<file path="src/rtl/basys3_top.sv">
// basys3_top -- board-level top for the Basys3 LED/switch demo.
//
// The 16 slide switches are synchronised into the 100 MHz domain. The two
// top switches pick a display mode for the 16 user LEDs:
//   00  pass-through of sw[13:0]
//   01  14-bit up/down counter, stepped on each animation tick
//       (sw[0]=0 counts up, sw[0]=1 counts down)
//   10  14-bit rotating pattern, loaded from sw[13:0] on entry to the mode
//   11  inverted sw[13:0]
// LED[15:14] always shows the active mode.
//
// Ports:
//   CLK100MHZ   in   1   system clock, rising edge
//   CPU_RESETN  in   1   asynchronous active-low reset
//   sw          in  16   slide switches (asynchronous to the clock)
//   LED         out 16   user LEDs, registered
//
// Parameters:
//   SYNC_STAGES  flip-flop stages per switch input (>= 2)
//   TICK_DIV     clocks between animation ticks (>= 2)

module basys3_top #(
  parameter int SYNC_STAGES = 2,
  parameter int TICK_DIV    = 10_000_000
) (
  input  logic        CLK100MHZ,
  input  logic        CPU_RESETN,
  input  logic [15:0] sw,
  output logic [15:0] LED
);

  localparam int CW = (TICK_DIV > 1) ? $clog2(TICK_DIV) : 1;
  localparam logic [CW-1:0] TICK_LAST = CW'(TICK_DIV - 1);

  typedef enum logic [1:0] {
    MODE_PASS = 2'b00,
    MODE_CNT  = 2'b01,
    MODE_ROT  = 2'b10,
    MODE_INV  = 2'b11
  } mode_t;

  // An all-zero pattern would rotate invisibly, so seed a single lit LED.
  function automatic logic [13:0] rot_seed(input logic [13:0] v);
    return (v == 14'd0) ? 14'h0001 : v;
  endfunction

  function automatic logic [13:0] rotl1(input logic [13:0] v);
    return {v[12:0], v[13]};
  endfunction

  logic [SYNC_STAGES-1:0][15:0] sync_p;
  logic [15:0]                  sw_s;
  mode_t                        mode;
  mode_t                        mode_q;
  logic [CW-1:0]                presc;
  logic                         tick;
  logic [13:0]                  cnt;
  logic [13:0]                  cnt_nxt;
  logic [13:0]                  rot;
  logic [13:0]                  rot_nxt;
  logic [15:0]                  led_nxt;

  // Stage p0..pN: switch synchroniser chain, newest sample enters at index 0
  always_ff @(posedge CLK100MHZ or negedge CPU_RESETN) begin
    if (!CPU_RESETN) begin
      sync_p <= '0;
    end else begin
      sync_p <= {sync_p[SYNC_STAGES-2:0], sw};
    end
  end

  assign sw_s = sync_p[SYNC_STAGES-1];
  assign mode = mode_t'(sw_s[15:14]);

  // Free-running prescaler; tick runs in every mode so animation phase is
  // independent of when a mode was entered.
  always_ff @(posedge CLK100MHZ or negedge CPU_RESETN) begin
    if (!CPU_RESETN) begin
      presc <= '0;
    end else if (presc == TICK_LAST) begin
      presc <= '0;
    end else begin
      presc <= presc + CW'(1);
    end
  end

  assign tick = (presc == TICK_LAST);

  // Next-state values feed both the state registers and the LED register,
  // so an update is visible on the LEDs on the same edge it happens.
  always_comb begin
    cnt_nxt = cnt;
    rot_nxt = rot;
    led_nxt = '0;

    if (tick && (mode == MODE_CNT)) begin
      cnt_nxt = sw_s[0] ? (cnt - 14'd1) : (cnt + 14'd1);
    end

    if ((mode == MODE_ROT) && (mode_q != MODE_ROT)) begin
      rot_nxt = rot_seed(sw_s[13:0]);
    end else if (tick && (mode == MODE_ROT)) begin
      rot_nxt = rotl1(rot);
    end

    case (mode)
      MODE_PASS: led_nxt = {mode, sw_s[13:0]};
      MODE_CNT:  led_nxt = {mode, cnt_nxt};
      MODE_ROT:  led_nxt = {mode, rot_nxt};
      default:   led_nxt = {mode, ~sw_s[13:0]};
    endcase
  end

  // Output stage: state registers and the LED register
  always_ff @(posedge CLK100MHZ or negedge CPU_RESETN) begin
    if (!CPU_RESETN) begin
      cnt    <= '0;
      rot    <= '0;
      mode_q <= MODE_PASS;
      LED    <= '0;
    end else begin
      cnt    <= cnt_nxt;
      rot    <= rot_nxt;
      mode_q <= mode;
      LED    <= led_nxt;
    end
  end

endmodule

</file>
<file path="config.mk">
export PLATFORM = sky130hd
export DESIGN_NAME = basys3_top
export DESIGN_NICKNAME = d
export VERILOG_FILES = /design/src/rtl/basys3_top.sv
export SDC_FILE = /design/constraint.sdc
export NUM_CORES = 1
export LEC_CHECK = 0
export BUFFER_PORTS_ARGS = -buffer_cell sky130_fd_sc_hd__buf_2
export CORE_UTILIZATION = 48
export DETAILED_ROUTE_END_ITERATION = 7
export GPL_TIMING_DRIVEN = 0
export HOLD_SLACK_MARGIN = 0.15
export PLACE_DENSITY = 0.66
export SYNTH_ARGS = -nofsm -noshare
export SYNTH_HDL_FRONTEND = slang
export SYNTH_SLANG_ARGS = --single-unit
export TNS_END_PERCENT = 100
</file>
<file path="constraint.sdc">
create_clock -name CLK100MHZ -period 3.2 [get_ports CLK100MHZ]
set_input_delay 0.32 -clock CLK100MHZ [delete_from_list [all_inputs] [get_ports CLK100MHZ]]
set_output_delay 0.32 -clock CLK100MHZ [all_outputs]
set_load 0.1 [all_outputs]
</file>
==> results.txt <==
- In this run the cell area of the synthesized design comes to 0.00479 mm2.
* Synth top cells by count: sky130_fd_sc_hd__dfrtp_1 (100), sky130_fd_sc_hd__nand2_1 (71), sky130_fd_sc_hd__nor2_1 (40)
* CTS tree: built
- Post-synthesis area per instance: 10.1 um2
- After global routing the overflow that remains totals 0.
- Number of standard cells after synthesis: 473
- Clock edge transition at the registers on the reported setup and hold paths: 100 ps
- Placed wire-length estimate: 7360 um
- Last weighted congestion value of the routability-driven placer: 0.933
- Yosys warning total: 0
* Sequential group share of total power: 52.6%
- Post-synthesis async set-or-reset flop share: 100%
- The die is 102 um tall.
- The layer flagged by global routing as most heavily used is met2.
- Counting flops with a built-in enable in the synthesized netlist gives 0.
- N_diodes: 0
- Critical path's most frequent cell: sky130_fd_sc_hd__clkbuf_1
- The clock passes through at most 2 buffers.
* Number of slew-limit violations in the final report: 0
* Run status: completed
- Max transition margin: 51.5%
- In the finished design, the share of the clock period the worst path needs comes to approximately 90%.
- FMAX: 340 MHz
- Standard cell with the maximum stage delay on the critical path: sky130_fd_sc_hd__or4_1
- Across all layers, the routed design uses about 3600 vias.
* Drt first pass iters: 4
- Worst-Skew Late Latency: between 300 and 400 ps
- Power share of the combinational group: 15.4%
* Die extent in x: 102 um
- Number of distinct standard cells referenced by the synthesized netlist: 58
- Post-layout util: a little under three fifths
* Leakage dissipation: 2.57 nW
- Max-Cap Viols: 0
- Net switching share of the total power: 30.8%
* Antenna violation net count after detailed routing: 0
- Core Footprint: 0.00973 mm2
- In this run the power density over the cells is 474 mW/mm2.
- Cell breakdown of the critical path: nor4bb_1, nand3_1, or4_1, clkbuf_1, clkbuf_1, o21ai_1, o21ai_0, a211oi_2
- After synthesis the netlist holds a flip-flop and latch count of 100.
- The share of synthesized area in the top cell type comes to a little over half.
- For this design, the sink count on the clock tree is 100.
- Summing all flip-flop and latch instances after layout gives ~0.0025 mm2.
- I/O Pins: 34
- Setup repair after global routing left no endpoint under its margin.
* Aggregate negative setup slack: 0 ps
- The via count of the first global-routing pass came to 3546.
- Proportion of synthesized chip area in sequential cells: between 50% and 60%
- Entering global routing, the biggest net connects 60 pins.
- Along the worst path, the maximum fanout reaches 10.
* Worst EP required: 3490 ps
* Final hold vios: 0
* Synth Net Count: ~510
- Combined buffer and inverter count along the critical path: 2
- Area occupied by multi-input gates: ~0.0022 mm2
- After the last flow step, the layout net total stands at approximately 570.
* Min Clock Period, post-route: 2940 ps
- Cell row count: 36
* Arrival time of data at the critical path endpoint: around 3200 ps
- Worst clock skew on the final layout: 16.0 ps
- Once the clock tree was built, the setup fixing pass inserted 0 buffers.
- The first global-routing pass estimated 17400 um of wire.
- Buffers placed on the I/O ports in this run total 33.
* Switching power total: 808 uW
* Cell taking the most area after synthesis: sky130_fd_sc_hd__dfrtp_1
- Fraction of met3 tracks used by global routing: 3.28%
- Cell types with the largest area share after synthesis: sky130_fd_sc_hd__dfrtp_1 (52%), sky130_fd_sc_hd__nand2_1 (5.6%), sky130_fd_sc_hd__mux2i_1 (3.6%), sky130_fd_sc_hd__ha_1 (3.4%), sky130_fd_sc_hd__o21ai_0 (3.3%)
- Broken down by cell family, the worst path's largest delay share belongs to simple AND/OR/NAND/NOR gates.
* Synthesis-to-layout area growth: 15.4%
- Of the cells placed in the final design, the portion with a size suffix greater than 1 is 12.2%.
* Most frequent cell after synthesis: sky130_fd_sc_hd__dfrtp_1
- Dividing the detail-routed via count by the number of cells gives 5.37.
- IR analysis of the VDD net gives a maximum drop of about 0.47 mV.
* Antenna violations before repair: 0
* Global Route Usage Sum: 22.3%
- In this run, CTS created clock tree buffers numbering 9.
* Maximum level of the CTS H-tree: 3
- STA classifies the critical path endpoint as a flop.
* Most used DFF post-synth: sky130_fd_sc_hd__dfrtp_1
- For this run, global-route usage on met1 was measured as about a third.
- Initial standard-cell utilization of the core: about half
- Iter 0 DRT Violations: 272
* Drt drc: 0
* Final wirelength: between 10000 and 15000 um
* Critical Path Start Type: flop
- After detailed routing, the average wire length per cell comes to 15.5 um.
- Filler Cells Inserted: 887
* Kind of critical path: reg2reg
- Worst path max stage delay: 620 ps
* Buffer cell driving the clock tree root: sky130_fd_sc_hd__clkbuf_8
- Internal power contribution: 1.81 mW
- Number of setup violations in the final report: 0
- Clock network fraction of total power: 32.0%
- Min-Delay Path Class: reg2reg
- Total die area: 0.0104 mm2
- Worst-margin pin slew: between 700 and 800 ps
- Global routing consumed, on the met2 layer, 34.3% of the routing resources.
## repair_timing
item,in CTS,in global routing
setup endpoints to repair,0,11
endpoints found under the hold margin,57,0
hold buffers,17,0
resized for setup,0,3
## worst paths after layout
| check | from | endpoint | slack (ps) | cells after the start |
|---|---|---|---|---|
| worst max-delay path | presc[13] | LED[6] | 260 | 8 |
| worst min-delay path | sync_p[10] | sw_s[10] | 360 | 0 |
| worst max register to register | presc[13] | LED[6] | 260 | 8 |
| worst min register to register | sync_p[10] | sw_s[10] | 360 | 0 |
| max in group asynchronous | CPU_RESETN | presc[23] | 2050 | 3 |
| min in group asynchronous | CPU_RESETN | cnt[4] | 470 | 2 |
## logic make-up after synthesis
family / share of synthesized area (%)
xor gates and xnor gates: 6.04
muxes: 4.02
adders and majority gates: 3.82
DFF: 52.3
AOI/OAI and AO/OA: 14.2
buffers and inverters: 2.64
and+or+nand+nor: 17.0
## power by group through the flow
stage | Sequential (mW) | Clock [mW] | Combinational (mW)
after global placement | 1.40 | 0 | 0.378
after detailed placement | 1.40 | 0 | 0.387
final | 1.38 | 0.838 | 0.404
after global routing | 1.39 | 0.903 | 0.435
after CTS | 1.38 | 0.856 | 0.405
after floorplan | 1.55 | 0 | 0.132
## cells in the final DEF (no fill, tap or decap), types with 3 or more instances in the layout
cell | netlist | routed
sky130_fd_sc_hd__a21o_1 | 8 | 8
sky130_fd_sc_hd__a21oi_1 | 26 | 26
sky130_fd_sc_hd__a311oi_1 | 3 | 3
sky130_fd_sc_hd__a31oi_1 | 7 | 7
sky130_fd_sc_hd__and3_1 | 8 | 8
sky130_fd_sc_hd__buf_2 | 2 | 34
sky130_fd_sc_hd__clkbuf_1 | 11 | 11
sky130_fd_sc_hd__clkbuf_8 | 0 | 9
sky130_fd_sc_hd__dfrtp_1 | 100 | 99
sky130_fd_sc_hd__dlygate4sd3_1 | 0 | 17
sky130_fd_sc_hd__ha_1 | 13 | 13
sky130_fd_sc_hd__inv_1 | 10 | 10
sky130_fd_sc_hd__inv_6 | 0 | 4
sky130_fd_sc_hd__mux2i_1 | 17 | 17
sky130_fd_sc_hd__nand2_1 | 71 | 71
sky130_fd_sc_hd__nand2b_1 | 4 | 4
sky130_fd_sc_hd__nand3_1 | 16 | 16
sky130_fd_sc_hd__nand4_1 | 5 | 5
sky130_fd_sc_hd__nor2_1 | 40 | 39
sky130_fd_sc_hd__nor3_1 | 3 | 3
sky130_fd_sc_hd__nor4_1 | 5 | 5
sky130_fd_sc_hd__o211ai_1 | 3 | 3
sky130_fd_sc_hd__o21ai_0 | 32 | 31
sky130_fd_sc_hd__o21ai_1 | 3 | 4
sky130_fd_sc_hd__or3_1 | 4 | 4
sky130_fd_sc_hd__or4_1 | 6 | 6
sky130_fd_sc_hd__xnor2_1 | 15 | 15
sky130_fd_sc_hd__xor2_1 | 18 | 18
## metal layers
layer	part of all wire [%]	vias up
li1	-	1797
met1	49	1723
met5	0	-
met2	45	78
met3	4.3	17
met4	1.9	0
## state kept, by name, summed over array words and instances (netlist names)
name	cells
cnt	14
sync_p	16
rot	14
LED	15
mode_q	1
sw_s	16
presc	24
## layout make-up
cell class	count	area share (%)
Multi-Input combinational cell	345	39.1
Inverter	12	0.815
Clock buffer	9	2.24
Buffer	16	1.47
Tap cell	133	3.01
Timing Repair Buffer	51	6.61
Sequential cell	100	45.3
Clock inverter	7	1.45
## stage by stage
stage / power [mW] / worst slack, ps / std cells / cell area, um2 / hold slack [ps]
2_1_floorplan: 1.68 / 630 / 473 / 4790 / 24.4
3_3_place_gp: 1.78 / 104 / 639 / 5120 / 332
3_5_place_dp: 1.79 / 81.9 / 640 / 5150 / 335
4_1_cts: 2.64 / 41.9 / 673 / 5520 / 357
5_1_grt: 2.73 / 11.2 / 673 / 5530 / 360
6_report: 2.62 / 255 / 673 / 5530 / 356
Power figures use the tool's default switching activity.
